--- src/rtl/parallel_in_serial_out_tx.sv ---
// ----------------------------------------------------------------------------
// parallel_in_serial_out_tx
//
// Purpose:
//   Accepts a WIDTH-bit word through a valid/ready handshake and shifts it
//   out one bit per clock on serial_out. Frames can be chained back-to-back:
//   a word offered during the final bit cycle of a frame starts the next frame
//   in the following cycle, with no idle gap.
//
// Optional feature (compile-time macro):
//   PISO_PARITY_EN - when defined, each frame is followed by one extra bit
//                    carrying the even parity (XOR) of the captured word.
//                    load_ready then opens in that parity cycle instead of
//                    the last data cycle. When undefined, no parity logic is
//                    built and frames are exactly WIDTH cycles long.
//
// Parameters:
//   WIDTH      data bits per frame (2..32)
//   MSB_FIRST  1: bit WIDTH-1 is sent first, 0: bit 0 is sent first
//
// Ports:
//   clk           rising-edge clock
//   reset         asynchronous, active-low reset (0 clears everything)
//   parallel_in   word to serialize, sampled only when a load is accepted
//   load_valid    upstream offers parallel_in this cycle
//   load_ready    block can accept a word this cycle (registered)
//   serial_out    current serial bit (0 when idle)
//   serial_valid  serial_out carries a frame bit this cycle
//   frame_start   high only during the first bit of a frame
//   busy          a frame is in progress
// ----------------------------------------------------------------------------
module parallel_in_serial_out_tx #(
    parameter int WIDTH     = 8,
    parameter int MSB_FIRST = 1
) (
    input  logic             clk,
    input  logic             reset,
    input  logic [WIDTH-1:0] parallel_in,
    input  logic             load_valid,
    output logic             load_ready,
    output logic             serial_out,
    output logic             serial_valid,
    output logic             frame_start,
    output logic             busy
);

    localparam int CNT_W = $clog2(WIDTH);
    localparam logic [CNT_W-1:0] LAST_BIT = CNT_W'(WIDTH - 1);
`ifndef PISO_PARITY_EN
    // load_ready is registered, so it has to be raised one bit early to be
    // high during the final data bit.
    localparam logic [CNT_W-1:0] PRE_LAST_BIT = CNT_W'(WIDTH - 2);
`endif

`ifdef PISO_PARITY_EN
    typedef enum logic [1:0] {
        ST_IDLE   = 2'd0,
        ST_SHIFT  = 2'd1,
        ST_PARITY = 2'd2
    } state_t;
`else
    typedef enum logic {
        ST_IDLE  = 1'b0,
        ST_SHIFT = 1'b1
    } state_t;
`endif

    state_t             state_reg;
    logic [WIDTH-1:0]   shift_reg;
    logic [WIDTH-1:0]   shift_next;
    logic [CNT_W-1:0]   bit_cnt_reg;
    logic               serial_out_reg;
    logic               serial_valid_reg;
    logic               frame_start_reg;
    logic               busy_reg;
    logic               load_ready_reg;
    logic               load_accept;
`ifdef PISO_PARITY_EN
    logic               parity_reg;
`endif

    // The bit that leaves the register first for the configured bit order.
    function automatic logic head_bit(input logic [WIDTH-1:0] d);
        return (MSB_FIRST != 0) ? d[WIDTH-1] : d[0];
    endfunction

    // One-position shift toward the output end, zero fill at the far end.
    // After a full frame the register has drained to zero.
    genvar gi;
    generate
        for (gi = 0; gi < WIDTH; gi++) begin : g_shift
            if (MSB_FIRST != 0) begin : g_msb
                if (gi == 0) begin : g_fill
                    assign shift_next[gi] = 1'b0;
                end else begin : g_move
                    assign shift_next[gi] = shift_reg[gi-1];
                end
            end else begin : g_lsb
                if (gi == WIDTH - 1) begin : g_fill
                    assign shift_next[gi] = 1'b0;
                end else begin : g_move
                    assign shift_next[gi] = shift_reg[gi+1];
                end
            end
        end
    endgenerate

    // load_ready_reg is only ever high in IDLE or in the last cycle of a
    // frame, so this single term covers both fresh and chained loads.
    assign load_accept = load_valid && load_ready_reg;

    always_ff @(posedge clk or negedge reset) begin
        if (!reset) begin
            state_reg        <= ST_IDLE;
            shift_reg        <= '0;
            bit_cnt_reg      <= '0;
            serial_out_reg   <= 1'b0;
            serial_valid_reg <= 1'b0;
            frame_start_reg  <= 1'b0;
            busy_reg         <= 1'b0;
            load_ready_reg   <= 1'b1;
`ifdef PISO_PARITY_EN
            parity_reg       <= 1'b0;
`endif
        end else if (load_accept) begin
            // New frame: first bit is presented in the very next cycle, so
            // the output register is loaded straight from parallel_in.
            state_reg        <= ST_SHIFT;
            shift_reg        <= parallel_in;
            bit_cnt_reg      <= '0;
            serial_out_reg   <= head_bit(parallel_in);
            serial_valid_reg <= 1'b1;
            frame_start_reg  <= 1'b1;
            busy_reg         <= 1'b1;
            load_ready_reg   <= 1'b0;
`ifdef PISO_PARITY_EN
            parity_reg       <= ^parallel_in;
`endif
        end else begin
            case (state_reg)
                ST_IDLE: begin
                    // Outputs already parked at their idle values.
                end

                ST_SHIFT: begin
                    if (bit_cnt_reg == LAST_BIT) begin
                        bit_cnt_reg <= '0;
`ifdef PISO_PARITY_EN
                        state_reg       <= ST_PARITY;
                        shift_reg       <= '0;
                        serial_out_reg  <= parity_reg;
                        frame_start_reg <= 1'b0;
                        load_ready_reg  <= 1'b1;
`else
                        // Last bit done and nothing chained: drop to idle.
                        state_reg        <= ST_IDLE;
                        shift_reg        <= '0;
                        serial_out_reg   <= 1'b0;
                        serial_valid_reg <= 1'b0;
                        frame_start_reg  <= 1'b0;
                        busy_reg         <= 1'b0;
                        load_ready_reg   <= 1'b1;
`endif
                    end else begin
                        bit_cnt_reg     <= bit_cnt_reg + CNT_W'(1);
                        shift_reg       <= shift_next;
                        serial_out_reg  <= head_bit(shift_next);
                        frame_start_reg <= 1'b0;
`ifndef PISO_PARITY_EN
                        load_ready_reg  <= (bit_cnt_reg == PRE_LAST_BIT);
`endif
                    end
                end

`ifdef PISO_PARITY_EN
                ST_PARITY: begin
                    // Parity bit done and nothing chained: drop to idle.
                    state_reg        <= ST_IDLE;
                    serial_out_reg   <= 1'b0;
                    serial_valid_reg <= 1'b0;
                    frame_start_reg  <= 1'b0;
                    busy_reg         <= 1'b0;
                    load_ready_reg   <= 1'b1;
                end
`endif

                default: begin
                    state_reg        <= ST_IDLE;
                    shift_reg        <= '0;
                    bit_cnt_reg      <= '0;
                    serial_out_reg   <= 1'b0;
                    serial_valid_reg <= 1'b0;
                    frame_start_reg  <= 1'b0;
                    busy_reg         <= 1'b0;
                    load_ready_reg   <= 1'b1;
                end
            endcase
        end
    end

    assign load_ready   = load_ready_reg;
    assign serial_out   = serial_out_reg;
    assign serial_valid = serial_valid_reg;
    assign frame_start  = frame_start_reg;
    assign busy         = busy_reg;

endmodule

--- config.mk ---
export PLATFORM = sky130hd
export DESIGN_NAME = parallel_in_serial_out_tx
export DESIGN_NICKNAME = d
export VERILOG_FILES = /design/src/rtl/parallel_in_serial_out_tx.sv
export SDC_FILE = /design/constraint.sdc
export NUM_CORES = 1
export LEC_CHECK = 0
export BUFFER_PORTS_ARGS = -buffer_cell sky130_fd_sc_hd__buf_2
export CAP_MARGIN = 15
export CORE_MARGIN = 4
export CORE_UTILIZATION = 35
export DETAILED_ROUTE_END_ITERATION = 10
export PLACE_DENSITY_LB_ADDON = 0.08
export SYNTH_ARGS = -nofsm -noshare
export SYNTH_HDL_FRONTEND = slang
export SYNTH_SLANG_ARGS = --single-unit
--- constraint.sdc ---
create_clock -name clk -period 2.7 [get_ports clk]
set_input_delay 0.54 -clock clk [delete_from_list [all_inputs] [get_ports clk]]
set_output_delay 0.54 -clock clk [all_outputs]
set_load 0.005 [all_outputs]
==> flow_metrics.env <==
export IMPL_first_global_vias=581
export IMPL_grt_start_max_net_pins=24
export IMPL_cap_viol_max_count=0
export IMPL_grt_usage=0.113
export IMPL_drt_antenna_violating_nets=0
export IMPL_cts_htree_levels=1
export IMPL_critPathSlowestCell="sky130_fd_sc_hd__dfstp_2"
export IMPL_via_to_cell_ratio=4.95
export IMPL_detailedRoute_firstIterationViolations=5
export IMPL_cellLeakagePower_nw=0.447
export IMPL_report_final_slew_viol_count=0
export IMPL_timing_rr_start="bit_cnt_reg[0]$_DFFE_PN0P_"
export IMPL_overflow_after_grt=0
export IMPL_place_ws_ns=1.18
export IMPL_clock_sink_count=15
export IMPL_rsz0062_at_grt="false"
export IMPL_post_cts_buffers=0
export IMPL_path_buf_inv=1
export IMPL_setup_violations_final=0
export IMPL_chipHeight_um=55.9
export IMPL_detail_route_wl_per_cell_um=13.1
export IMPL_hold_bufs_inserted_after_cts=0
export IMPL_outcome="finished, final reports clean"
export IMPL_hold_class="in -> async"
export IMPL_num_vias=569
export IMPL_num_rows=17
export IMPL_final_min_clock_period_ns=1.63
export IMPL_largest_reg_flops=7
export IMPL_synth_area_leaders="sky130_fd_sc_hd__dfrtp_1, sky130_fd_sc_hd__nand2b_1, sky130_fd_sc_hd__and3b_1, sky130_fd_sc_hd__nand3b_1, sky130_fd_sc_hd__a31oi_1"
export IMPL_worst_setup_path_end_kind="output port"
export IMPL_series_of_cell_instances_along_the_critical_path="buf_2"
export IMPL_final_period_utilization=0.603
export IMPL_clk_transition_reported_paths_ns=0.09
export IMPL_setup_ws_ns=1.07
export IMPL_num_antenna_cells=0
export IMPL_critPathKind="reg -> out"
export IMPL_final_net_count=102
export IMPL_ys_ff_latch=15
export IMPL_half_perimeter_wire_length_of_the_detailed_placement_result_um=1010
export IMPL_yosysTopAreaCell="sky130_fd_sc_hd__dfrtp_1"
export IMPL_timing_setup_tns_ns=0
export IMPL_start_kind="register"
export IMPL_antenna_violations_before_repair=0
export IMPL_detail_route_wirelength_um=1510
export IMPL_worst_hold_slack_ns=0.141
export IMPL_peakVddDrop_v=0.000401
export IMPL_drtPass1Iterations=3
export IMPL_critPathMaxFanout=12
export IMPL_num_io_pins=16
export IMPL_hold_viol_final=0
export IMPL_drive_gt1_frac=0.264
export IMPL_finalInstanceArea_sq_um=892
export IMPL_maxClockFrequency_mhz=615
export IMPL_synth_top_area_frac=0.436
export IMPL_placement_cell_area_sq_um=865
export IMPL_cpLargestDelayFamily="flip-flops"
export IMPL_cts_resized=0
export IMPL_cpPeakStageDelay_ns=0.65
export IMPL_number_of_distinct_library_cells_after_synthesis=24
export IMPL_total_power_mw=0.857
export IMPL_cts_made_buffers=3
export IMPL_area_growth_syn_to_layout_pct=11.1
export IMPL_worstRegToRegCells=4
export IMPL_yosysWarnings=0
export IMPL_grt_first_pass_wirelength_um=2680
export IMPL_placer_congestion=0.640
export IMPL_fillers=223
export IMPL_die_x_um=55.9
export IMPL_port_buffers=15
export IMPL_cts_tree="yes"
export IMPL_syn_num_nets=89
export IMPL_worst_max_slew_margin_expressed_relative_to_the_limit=0.576
export IMPL_clk_path_buf_depth=2
export IMPL_drc=0
export IMPL_clock_skew_ns=0.000673
export IMPL_reg2reg_to="bit_cnt_reg[0]$_DFFE_PN0P_"
export IMPL_starting_density=0.367
export IMPL_worst_endpoint_required_ns=2.16
export IMPL_worst_slew_pin_transition_ns=0.636
export IMPL_mappedNetlistArea_sq_um=803
export IMPL_core_area_sq_mm=0.00219
export IMPL_syn_avg_cell_area_sq_um=10.7
export IMPL_worst_endpoint_arrival_ns=1.09
export IMPL_clock_tree_root_cell="sky130_fd_sc_hd__clkbuf_4"
export IMPL_worstSkewPairLatency_ns=0.28
export IMPL_layout_cells_most_common="sky130_fd_sc_hd__buf_2"
export IMPL_mostFrequentLayoutCells="sky130_fd_sc_hd__buf_2, sky130_fd_sc_hd__dfrtp_1, sky130_fd_sc_hd__nand2b_1"
export IMPL_powerDensity_mw_per_mm2=960
export IMPL_floorplan_die_area_sq_mm=0.00313
export IMPL_synthesis_instances=75
export IMPL_seq_area_frac_synth=0.469
export IMPL_rrSetupSlack_ns=1.19
through the flow:
step | std cells | utilization
final | 115 | 0.407
after global routing | 115 | 0.407
after CTS | 115 | 0.407
after detailed placement | 111 | 0.395
after global placement | 111 | 0.395
after floorplan | 75 | -
how the worst max path moves through the flow:
stage                               start                         end  cells after the start
3_3_place_gp   bit_cnt_reg[0]$_DFFE_PN0P_  bit_cnt_reg[0]$_DFFE_PN0P_                      4
3_5_place_dp   bit_cnt_reg[0]$_DFFE_PN0P_  bit_cnt_reg[0]$_DFFE_PN0P_                      4
6_report           load_ready$_DFFE_PN1P_                  load_ready                      1
4_1_cts            load_ready$_DFFE_PN1P_                  load_ready                      1
2_1_floorplan  bit_cnt_reg[0]$_DFFE_PN0P_  bit_cnt_reg[0]$_DFFE_PN0P_                      4
5_1_grt            load_ready$_DFFE_PN1P_                  load_ready                      1
logic make-up (layout without fill, tap and decap cells):
family                   after synthesis  in the layout  synth area share
AO/OA/AOI/OAI                         14             14             0.121
adder cells (fa/ha/maj)                3              3            0.0467
buffers and inverters                 10             22            0.0748
flip-flops                            15             15             0.469
multiplexers                           1              1            0.0125
AND/OR/NAND/NOR                       32             32             0.276
report_power, final:
part | internal, mW | total [mW] | switching [mW]
Sequential | 0.328 | 0.430 | 0.102
Clock | 0.0551 | 0.130 | 0.0753
Combinational | 0.169 | 0.296 | 0.127
Total | 0.552 | 0.857 | 0.304
routing by layer:
layer,global-route usage,routed length [um],up-vias
met4,0.0305,13,0
met1,0.141,753,264
met3,0.0557,135,2
li1,-,-,284
met2,0.172,606,19
met5,0,0,-
synth_stat cells (all sizes together):
cell and instances:
inv 3, a21oi 2, or3b 1, nand3b 7, a31oi 7, a21o 2, dfrtp 14, and3 1
a31o 1, a311oi 1, nand2b 10, o21ai 1, mux2i 1, nor2 2, clkbuf 1, and2 1
ha 3, and3b 7, buf 6, dfstp 1, nand2 3
final cells by class:
type | instances | area [sq um] | area share
Clock buffer | 3 | 22.5 | 0.0252
Sequential cell | 15 | 377 | 0.422
Clock inverter | 1 | 5.00 | 0.00561
Inverter | 3 | 11.3 | 0.0126
Multi-Input combinational cell | 50 | 367 | 0.411
Timing Repair Buffer | 15 | 75.1 | 0.0842
Tap cell | 28 | 35.0 | 0.0393
(Power assumes the default switching activity.)
